[src/rtl/phase_arbiter_pkg.sv]
// phase_arbiter_pkg
//   Shared constants for the phase-unit arbiter: requester IDs and the tag
//   width that the tag FIFO stores.
package phase_arbiter_pkg;

    localparam int TAG_W = 1;

    // Requester IDs, also used as the tags stored in the tag FIFO.
    localparam logic [TAG_W-1:0] REQ_SHORT = 1'b0;
    localparam logic [TAG_W-1:0] REQ_LONG  = 1'b1;

endpackage

[src/rtl/phase_arbiter_tag_fifo.sv]
// phase_tag_fifo
//   Synchronous FIFO of DEPTH tag entries. It records which requester issued
//   each request that is in flight in the phase unit. A push and a pop in the
//   same cycle are both performed. A push while full or a pop while empty is
//   ignored. While enable is low the FIFO is frozen.
// Ports:
//   clock, reset      clock and synchronous active-high reset
//   enable            advance state only when high
//   push, push_tag    write a tag
//   pop, pop_tag      remove the head tag (pop_tag shows the head)
//   full, empty       occupancy flags
module phase_tag_fifo
    import phase_arbiter_pkg::*;
#(
    parameter int DEPTH = 8
) (
    input  logic             clock,
    input  logic             reset,
    input  logic             enable,
    input  logic             push,
    input  logic [TAG_W-1:0] push_tag,
    input  logic             pop,
    output logic [TAG_W-1:0] pop_tag,
    output logic             full,
    output logic             empty
);

    localparam int AW = $clog2(DEPTH);

    logic [TAG_W-1:0] mem [DEPTH];
    // Pointers carry one extra wrap bit so that full and empty can be told apart.
    logic [AW:0]      wr_ptr;
    logic [AW:0]      rd_ptr;
    logic             do_push;
    logic             do_pop;

    assign do_push = enable && push && !full;
    assign do_pop  = enable && pop && !empty;

    assign empty   = (wr_ptr == rd_ptr);
    assign full    = (wr_ptr[AW] != rd_ptr[AW]) &&
                     (wr_ptr[AW-1:0] == rd_ptr[AW-1:0]);
    assign pop_tag = mem[rd_ptr[AW-1:0]];

    always_ff @(posedge clock) begin
        if (reset) begin
            wr_ptr <= '0;
            rd_ptr <= '0;
        end else begin
            if (do_push) wr_ptr <= wr_ptr + 1'b1;
            if (do_pop)  rd_ptr <= rd_ptr + 1'b1;
        end
    end

    always_ff @(posedge clock) begin
        if (do_push) mem[wr_ptr[AW-1:0]] <= push_tag;
    end

endmodule

[src/rtl/phase_arbiter.sv]
// phase_arbiter
//   Shares one phase (atan) unit between sync_short (requester 0) and
//   sync_long (requester 1). Each requester's I/Q strobe is captured into a
//   pending register. At most one pending request is issued per cycle, using
//   round-robin arbitration. A tag FIFO records the issue order so that each
//   in-order result is routed back to the requester that issued it.
//   Results are ignored for FLUSH_CYCLES enabled cycles after reset. This
//   discards results that were still in the phase unit when reset was applied.
// Ports:
//   clock, reset                 clock and synchronous active-high reset
//   enable                       freezes all state and suppresses strobes when low
//   req{0,1}_i/_q/_stb           requester I/Q and strobe
//   phase_in_i/_q/_stb           request to the phase unit
//   phase_out/_stb               in-order result from the phase unit
//   phase{0,1}_out/_stb          routed results
//   overflow[1:0]                sticky: a pending request was overwritten
//   orphan                       sticky: a result arrived with no tag queued
// Build option:
//   PHASE_ARB_STATS_EN adds the grant0_count, grant1_count and drop_count
//   outputs.
module phase_arbiter
    import phase_arbiter_pkg::*;
#(
    parameter int TAG_DEPTH    = 8,
    parameter int FLUSH_CYCLES = 24
) (
    input  logic        clock,
    input  logic        reset,
    input  logic        enable,
    input  logic [31:0] req0_i,
    input  logic [31:0] req0_q,
    input  logic        req0_stb,
    input  logic [31:0] req1_i,
    input  logic [31:0] req1_q,
    input  logic        req1_stb,
    output logic [31:0] phase_in_i,
    output logic [31:0] phase_in_q,
    output logic        phase_in_stb,
    input  logic [31:0] phase_out,
    input  logic        phase_out_stb,
    output logic [31:0] phase0_out,
    output logic        phase0_stb,
    output logic [31:0] phase1_out,
    output logic        phase1_stb,
    output logic [1:0]  overflow,
`ifdef PHASE_ARB_STATS_EN
    output logic [31:0] grant0_count,
    output logic [31:0] grant1_count,
    output logic [31:0] drop_count,
`endif
    output logic        orphan
);

    localparam int FLUSH_W = $clog2(FLUSH_CYCLES + 1);

    logic [63:0]        pend0;
    logic [63:0]        pend1;
    logic [1:0]         pend_valid;
    logic [TAG_W-1:0]   last_grant;
    logic [FLUSH_W-1:0] flush_cnt;

    logic               grant0;
    logic               grant1;
    logic               fifo_full;
    logic               fifo_empty;
    logic [TAG_W-1:0]   pop_tag;
    logic               result_stb;
    logic               tag_pop;
    logic               orphan_evt;
    logic [1:0]         ovf_evt;

    always_comb begin
        grant0 = 1'b0;
        grant1 = 1'b0;
        if (!fifo_full) begin
            if (pend_valid[0] && pend_valid[1]) begin
                grant0 = (last_grant == REQ_LONG);
                grant1 = (last_grant == REQ_SHORT);
            end else begin
                grant0 = pend_valid[0];
                grant1 = pend_valid[1];
            end
        end
    end

    // A new strobe on a still-pending slot loses the old data, unless that
    // slot is being issued in the same cycle.
    assign ovf_evt[0] = req0_stb && pend_valid[0] && !grant0;
    assign ovf_evt[1] = req1_stb && pend_valid[1] && !grant1;

    assign result_stb = phase_out_stb && (flush_cnt == '0);
    assign tag_pop    = result_stb && !fifo_empty;
    assign orphan_evt = result_stb && fifo_empty;

    phase_tag_fifo #(
        .DEPTH (TAG_DEPTH)
    ) u_tag_fifo (
        .clock    (clock),
        .reset    (reset),
        .enable   (enable),
        .push     (grant0 || grant1),
        .push_tag (grant1 ? REQ_LONG : REQ_SHORT),
        .pop      (tag_pop),
        .pop_tag  (pop_tag),
        .full     (fifo_full),
        .empty    (fifo_empty)
    );

    always_ff @(posedge clock) begin
        if (reset) begin
            pend0        <= '0;
            pend1        <= '0;
            pend_valid   <= '0;
            last_grant   <= REQ_LONG;
            flush_cnt    <= FLUSH_W'(FLUSH_CYCLES);
            phase_in_i   <= '0;
            phase_in_q   <= '0;
            phase_in_stb <= 1'b0;
            phase0_out   <= '0;
            phase0_stb   <= 1'b0;
            phase1_out   <= '0;
            phase1_stb   <= 1'b0;
            overflow     <= '0;
            orphan       <= 1'b0;
        end else if (!enable) begin
            phase_in_stb <= 1'b0;
            phase0_stb   <= 1'b0;
            phase1_stb   <= 1'b0;
        end else begin
            phase_in_stb <= grant0 || grant1;
            if (grant0) begin
                {phase_in_i, phase_in_q} <= pend0;
                last_grant               <= REQ_SHORT;
            end else if (grant1) begin
                {phase_in_i, phase_in_q} <= pend1;
                last_grant               <= REQ_LONG;
            end

            pend_valid[0] <= req0_stb || (pend_valid[0] && !grant0);
            pend_valid[1] <= req1_stb || (pend_valid[1] && !grant1);
            if (req0_stb) pend0 <= {req0_i, req0_q};
            if (req1_stb) pend1 <= {req1_i, req1_q};

            overflow <= overflow | ovf_evt;
            orphan   <= orphan | orphan_evt;

            phase0_stb <= tag_pop && (pop_tag == REQ_SHORT);
            phase1_stb <= tag_pop && (pop_tag == REQ_LONG);
            if (tag_pop && (pop_tag == REQ_SHORT)) phase0_out <= phase_out;
            if (tag_pop && (pop_tag == REQ_LONG))  phase1_out <= phase_out;

            if (flush_cnt != '0) flush_cnt <= flush_cnt - 1'b1;
        end
    end

`ifdef PHASE_ARB_STATS_EN
    always_ff @(posedge clock) begin
        if (reset) begin
            grant0_count <= '0;
            grant1_count <= '0;
            drop_count   <= '0;
        end else if (enable) begin
            if (grant0) grant0_count <= grant0_count + 1'b1;
            if (grant1) grant1_count <= grant1_count + 1'b1;
            drop_count <= drop_count + 32'(ovf_evt[0]) + 32'(ovf_evt[1])
                                     + 32'(orphan_evt);
        end
    end
`endif

endmodule

[config.mk]
export PLATFORM = sky130hd
export DESIGN_NAME = phase_arbiter
export DESIGN_NICKNAME = d
export VERILOG_FILES = /design/src/rtl/phase_arbiter_pkg.sv /design/src/rtl/phase_arbiter_tag_fifo.sv /design/src/rtl/phase_arbiter.sv
export SDC_FILE = /design/constraint.sdc
export NUM_CORES = 1
export LEC_CHECK = 0
export CORE_MARGIN = 1.5
export CORE_UTILIZATION = 53
export CTS_CLUSTER_DIAMETER = 100
export DETAILED_ROUTE_END_ITERATION = 8
export PLACE_DENSITY = 0.89
export RECOVER_POWER = 50
export SYNTH_ARGS = -nofsm -noshare
export SYNTH_HDL_FRONTEND = slang
export SYNTH_SLANG_ARGS = --single-unit
[constraint.sdc]
create_clock -name clock -period 3.65 [get_ports clock]
set_input_delay 0.73 -clock clock [delete_from_list [all_inputs] [get_ports clock]]
set_output_delay 0.73 -clock clock [all_outputs]
set_load 0.02 [all_outputs]
After elaboration in Yosys (flattened, before gate mapping) --
Memories as Yosys holds them, arrays and structs flattened. A register that Yosys moved wholly into a read port is not among the register bits. Cells that the tools add are included.
Word-level totals: flip-flop bits (word level) 278, RAM bits 8, input bits 166, output and inout bits 134, logic and storage cells 77, memories 1
Memories:
- u_tag_fifo.mem | words 8, bits a word 1, read ports 1, clocked after memory_dff 1, write ports 1, line phase_arbiter_tag_fifo.sv:30 | logic [TAG_W-1:0] mem [DEPTH];
Operators by class: $add $sub $neg 3, equality and inequality tests 3, mux-type cells 15, bitwise operators 5, reductions and logical operators 34
Operators with widths (number):
- 32-bit two-way mux | 4
- 1-bit logical AND | 17
- 2-bit AND reduction | 6
- 1-bit two-way mux | 9
- 4-bit by 1-bit adder with 4-bit output, second input constant | 2
- 3-bit two-way mux | 2
- 5-bit zero test | 1
- 5-bit nonzero test | 1
- 5-bit by 1-bit subtractor with 5-bit output, second input constant | 1
- 4-bit == test | 1
- 1-bit zero test | 4
- 3-bit == test | 1
- 1-bit logical OR | 3
- 1-bit inverter | 3
- 2-bit OR | 1
- 2-bit nonzero test | 1
- 2-bit OR reduction | 1
- 1-bit != test | 1
- 1-bit OR | 1

Depth between registers and ports, before layout --
word-level depth 8, mapped depth 9, depth with buffers taken out 6

Modules after synthesis --
A second synthesis with hierarchy kept.
Unflattened totals: cell total of the unflattened synthesis 1381, area, all modules 11631.2 sq um
By module, submodules not included:
- phase_arbiter | times used 1, cells an instance 1298, area an instance 10671.5 sq um, sequential area each 5405.2 sq um
- phase_tag_fifo | times used 1, cells an instance 83, area an instance 959.7 sq um, sequential area each 460.4 sq um

Least setup slack after synthesis --
Ideal clock, no wire load.
kind reg2reg, start register flush_cnt[0], end register phase1_out[10], library setup time 0.072 ns, arrival time 2.173 ns, data required time 3.578 ns, setup slack 1.405 ns, stages on the path, launching flop included 10, buffers on the path 3, period minus slack after synthesis 2.245 ns, cell sequence dfxtp_1 -> inv_1 -> ha_1 -> or4b_4 -> buf_6 -> or2_0 -> buf_6 -> nor3_4 -> buf_8 -> mux2i_1
Between the ends: word-level cells in the longest chain between the ends 5
RTL lines:
- start, declared | line phase_arbiter.sv:60 | logic [FLUSH_W-1:0] flush_cnt;
- start signal, assigned | line phase_arbiter.sv:115 | flush_cnt <= FLUSH_W'(FLUSH_CYCLES);
- start signal, assigned | line phase_arbiter.sv:152 | if (flush_cnt != '0) flush_cnt <= flush_cnt - 1'b1;
- 5-bit zero test | line phase_arbiter.sv:91 | assign result_stb = phase_out_stb && (flush_cnt == '0);
- 1-bit logical AND | line phase_arbiter.sv:91
- 1-bit logical AND | line phase_arbiter.sv:92 | assign tag_pop = result_stb && !fifo_empty;
- 1-bit logical AND | line phase_arbiter.sv:150 | if (tag_pop && (pop_tag == REQ_LONG)) phase1_out <= phase_out;
- 2-bit AND reduction (no line)
- end signal, assigned | line phase_arbiter.sv:150
- end, declared | line phase_arbiter.sv:43 | output logic [31:0] phase1_out,
Every way passes these cells. A chain may end at the register's enable or synchronous reset.

Final worst setup path --
start input port reset, end register phase_in_q[14]
RTL lines:
- start, declared | line phase_arbiter.sv:28 | input logic reset,
- end signal, assigned | line phase_arbiter.sv:132 | {phase_in_i, phase_in_q} <= pend0;
- end signal, assigned | line phase_arbiter.sv:135 | {phase_in_i, phase_in_q} <= pend1;
- end, declared | line phase_arbiter.sv:37 | output logic [31:0] phase_in_q,
No word-level cell between the ends.

==> impl_metrics.csv <==
group,metric,value,unit
route,vias,10513,
synthesis,synth_commonest_cells,"nand2_1, dfxtp_1, a21oi_1",
final_layout,drive_above_1_share,5.025,%
die,coreArea,21090,um^2
sta,fin_hold_ws,0.4551,ns
clocking,cts_resized,0,
clocking,cts_tree,"built",
global_route,grt_pass1_vias,10230,
synthesis,syn_area,11460,um^2
sta,period_needed,2.960,ns
clocking,holdBufCountCts,0,
synthesis,synth_flop_cell,"dfxtp_1",
worst_setup_path,critPathArrivalTime,3.33,ns
worst_setup_path,cp.required,4.02,ns
worst_setup_path,max_stage_delay,1.23,ns
die,start_util,54.37,%
route,drt-pass1-iter-count,5,
global_route,grt_use_total,28.84,%
global_route,grt_max_degree,194,
worst_setup_path,critPathKind,"input port to flip-flop",
sta,worst_pin_slew,1.759,ns
sta,clock-skew-final,0.008994,ns
run_status,violations,"max-capacitance violations, max-slew violations",
synthesis,synth_edf_count,8,
synthesis,netlist_top_cells_area,"dfxtp_1, nand2_1, a21oi_1",
clocking,clk_latency,0.54,ns
worst_setup_path,cpMostUsedCell,"clkbuf_4",
route,drc,0,
synthesis,syn_avg_cell_area,8.646,um^2
route,drt-initial-drc-count,889,
die,die_y,150.1,um
synthesis,synthDominantCellAreaShare,49.07,%
synthesis,synth-seq-cells,289,
route,wire_per_inst,18.07,um
min_path,hold_path_class,"flip-flop to flip-flop",
worst_setup_path,path_max_fanout,193,
global_route,grt_remaining_overflow,0,
die,dieWidth,150.1,um
synthesis,yosysWarnings,0,
clocking,clockBufferDepth,3,
global_route,grt_pass1_wl,51920,um
synthesis,syn-num-nets,1496,
sta,grt_setup_unrepaired,"no",
sta,setup_violations,0,
clocking,cts_root_buf,"clkbuf_16",
route,wl,33380,um
sta,period_share,81.10,%
run_status,status,"finished with violations",
synthesis,syn_inst,1326,
place,dp_hpwl,21720,um
sta,slew_viol_final,194,
power_and_ir_drop,power_density,457.3,nW/um^2
sta,hold_viol,0,
worst_setup_path,cp-start-kind,"input port",
clocking,cts_buffers,28,
sta,setup_tns,0,ns
place,port-buffer-count,299,
route,ant_nets,0,
synthesis,yosysTopAreaCell,"dfxtp_1",
clocking,clkTransAtPathRegs,0.06,ns
power_and_ir_drop,ir_worst_vdd,0.3345,mV
worst_setup_path,worstSetupEndpointType,"flip-flop",
worst_setup_path,crit_slowest_cell,"clkbuf_4",
worst_setup_path,path_cells,"clkbuf_4, clkbuf_4, a311oi_1",
synthesis,seq_area_frac_synth,51.16,%
clocking,cts.sinks,289,
synthesis,synth-async-reset-ratio,0,%
sta,slew_headroom,-17.27,%
clocking,htreeDepth,1,
final_layout,finalNetCount,1724,
place,gp_congestion,0.8536,
sta,clock.fmax,0.3378,GHz
global_route,antenna_found_initial,1,
die,ioPinCount,300,
clocking,post-cts-setup-buffers,0,
synthesis,ys_types,45,
power_and_ir_drop,cellLeakagePower,5.644,nW
route,vias_per_cell,5.692,
synthesis,yosysMostFrequentCell,"nand2_1",
die,num_rows,53,
final_layout,syn2layout_area_growth,34.12,%
final_layout,antenna_cells,0,
flow_run,drv_cap,1,
die,dieArea,22520,um^2
==> metrics by stage <==
step | area [um^2] | util (%) | std cells | power [mW] | worst slack [ns]
2_1_floorplan | 11460 | - | 1326 | 3.884 | 1.405
4_1_cts | 15410 | 73.06 | 1847 | 7.060 | 1.139
6_report | 15380 | 72.91 | 1847 | 7.031 | 0.6899
3_5_place_dp | 14530 | 68.92 | 1799 | 4.326 | 0.7918
5_1_grt | 15380 | 72.91 | 1847 | 7.263 | 0.5092
3_3_place_gp | 14530 | 68.92 | 1799 | 4.300 | 0.8518
==> area by class of cell <==
class                      count  area (um^2)
sequential                   289         5867
fill                        1574         5712
multi-input combinational    914         5105
timing repair buffer         317         3171
clock buffer                  44        852.1
tap                          275        344.1
clock inverter                 4        22.52
inverter                       4        15.01
==> final timing paths <==
kind | startpoint | end | slack [ns] | depth (start not counted)
hold / removal | pend0[19]$_SDFFE_PP0P_ | pend0[19]$_SDFFE_PP0P_ | 0.46 | 2
hold reg to reg | pend0[19]$_SDFFE_PP0P_ | pend0[19]$_SDFFE_PP0P_ | 0.46 | 2
setup reg to reg | pend_valid[0]$_SDFFE_PP0P_ | phase_in_q[5]$_SDFFE_PP0P_ | 0.80 | 5
setup / recovery | reset | phase_in_q[14]$_SDFFE_PP0P_ | 0.69 | 3
==> flip-flops by register name, indices dropped and copies added, names as in the netlist, 2 cells and up, named ones only <==
| register | flops |
|---|---|
| overflow | 2 |
| pend0 | 64 |
| u_tag_fifo.rd_ptr | 4 |
| phase_in_q | 32 |
| pend_valid | 2 |
| phase1_out | 32 |
| phase_in_i | 32 |
| pend1 | 64 |
| flush_cnt | 5 |
| u_tag_fifo.mem | 8 |
| phase0_out | 32 |
| u_tag_fifo.wr_ptr | 4 |
==> placed cells by master, fill, tap and decap left out, types with 2 or more instances in the layout <==
cell type	n
a21oi_1	202
a311oi_1	66
buf_12	4
buf_4	11
clkbuf_1	8
clkbuf_16	29
clkbuf_2	2
clkbuf_4	2
clkbuf_8	7
clkdlybuf4s50_1	237
clkinv_2	3
dfxtp_1	280
dlygate4sd3_1	61
edfxtp_1	8
ha_1	4
inv_1	4
mux2_2	5
mux2i_1	65
mux4_2	2
nand2_1	326
nand2_2	2
nand2b_1	100
nand3_1	73
nand4_1	2
nor2_1	13
nor2b_1	3
nor3_1	6
nor3_4	2
nor4_1	3
nor4b_1	2
o21ai_0	5
or4_1	2
xnor2_1	5
xor2_1	6
==> routing by layer <==
layer	up-vias	share of wire (%)	global-route usage [%]
met5	-	0	0
met4	0	3.3	10.49
met3	77	9.5	6.646
met2	499	48	49.52
met1	4949	39	35.17
li1	4988	-	-
==> cells by family (layout without fill, tap and decap cells) <==
group / after synthesis / count (layout) / share of synthesized area (%)
AOI/OAI and AO/OA: 281 / 281 / 14.72
xor gates and xnor gates: 11 / 11 / 0.8403
adders and majority gates: 4 / 4 / 0.4366
buffers and inverters: 123 / 369 / 4.431
DFF: 289 / 289 / 51.16
muxes: 72 / 72 / 6.559
and+or+nand+nor: 546 / 546 / 21.85
==> report_power, final <==
group | switching, mW | internal [mW] | total (mW) | leakage, nW
sequential | 0.0880 | 3.30 | 3.39 | 2.36
combinational | 0.465 | 0.402 | 0.868 | 2.85
clock | 1.19 | 1.59 | 2.77 | 0.429
==> critical path: cells and delay by family <==
kind | cells | cell delay [ns]
AOI/OAI and AO/OA | 1 | 0.11
buffers and inverters | 2 | 2.30
Note: power is estimated with default switching activity, not from simulation.
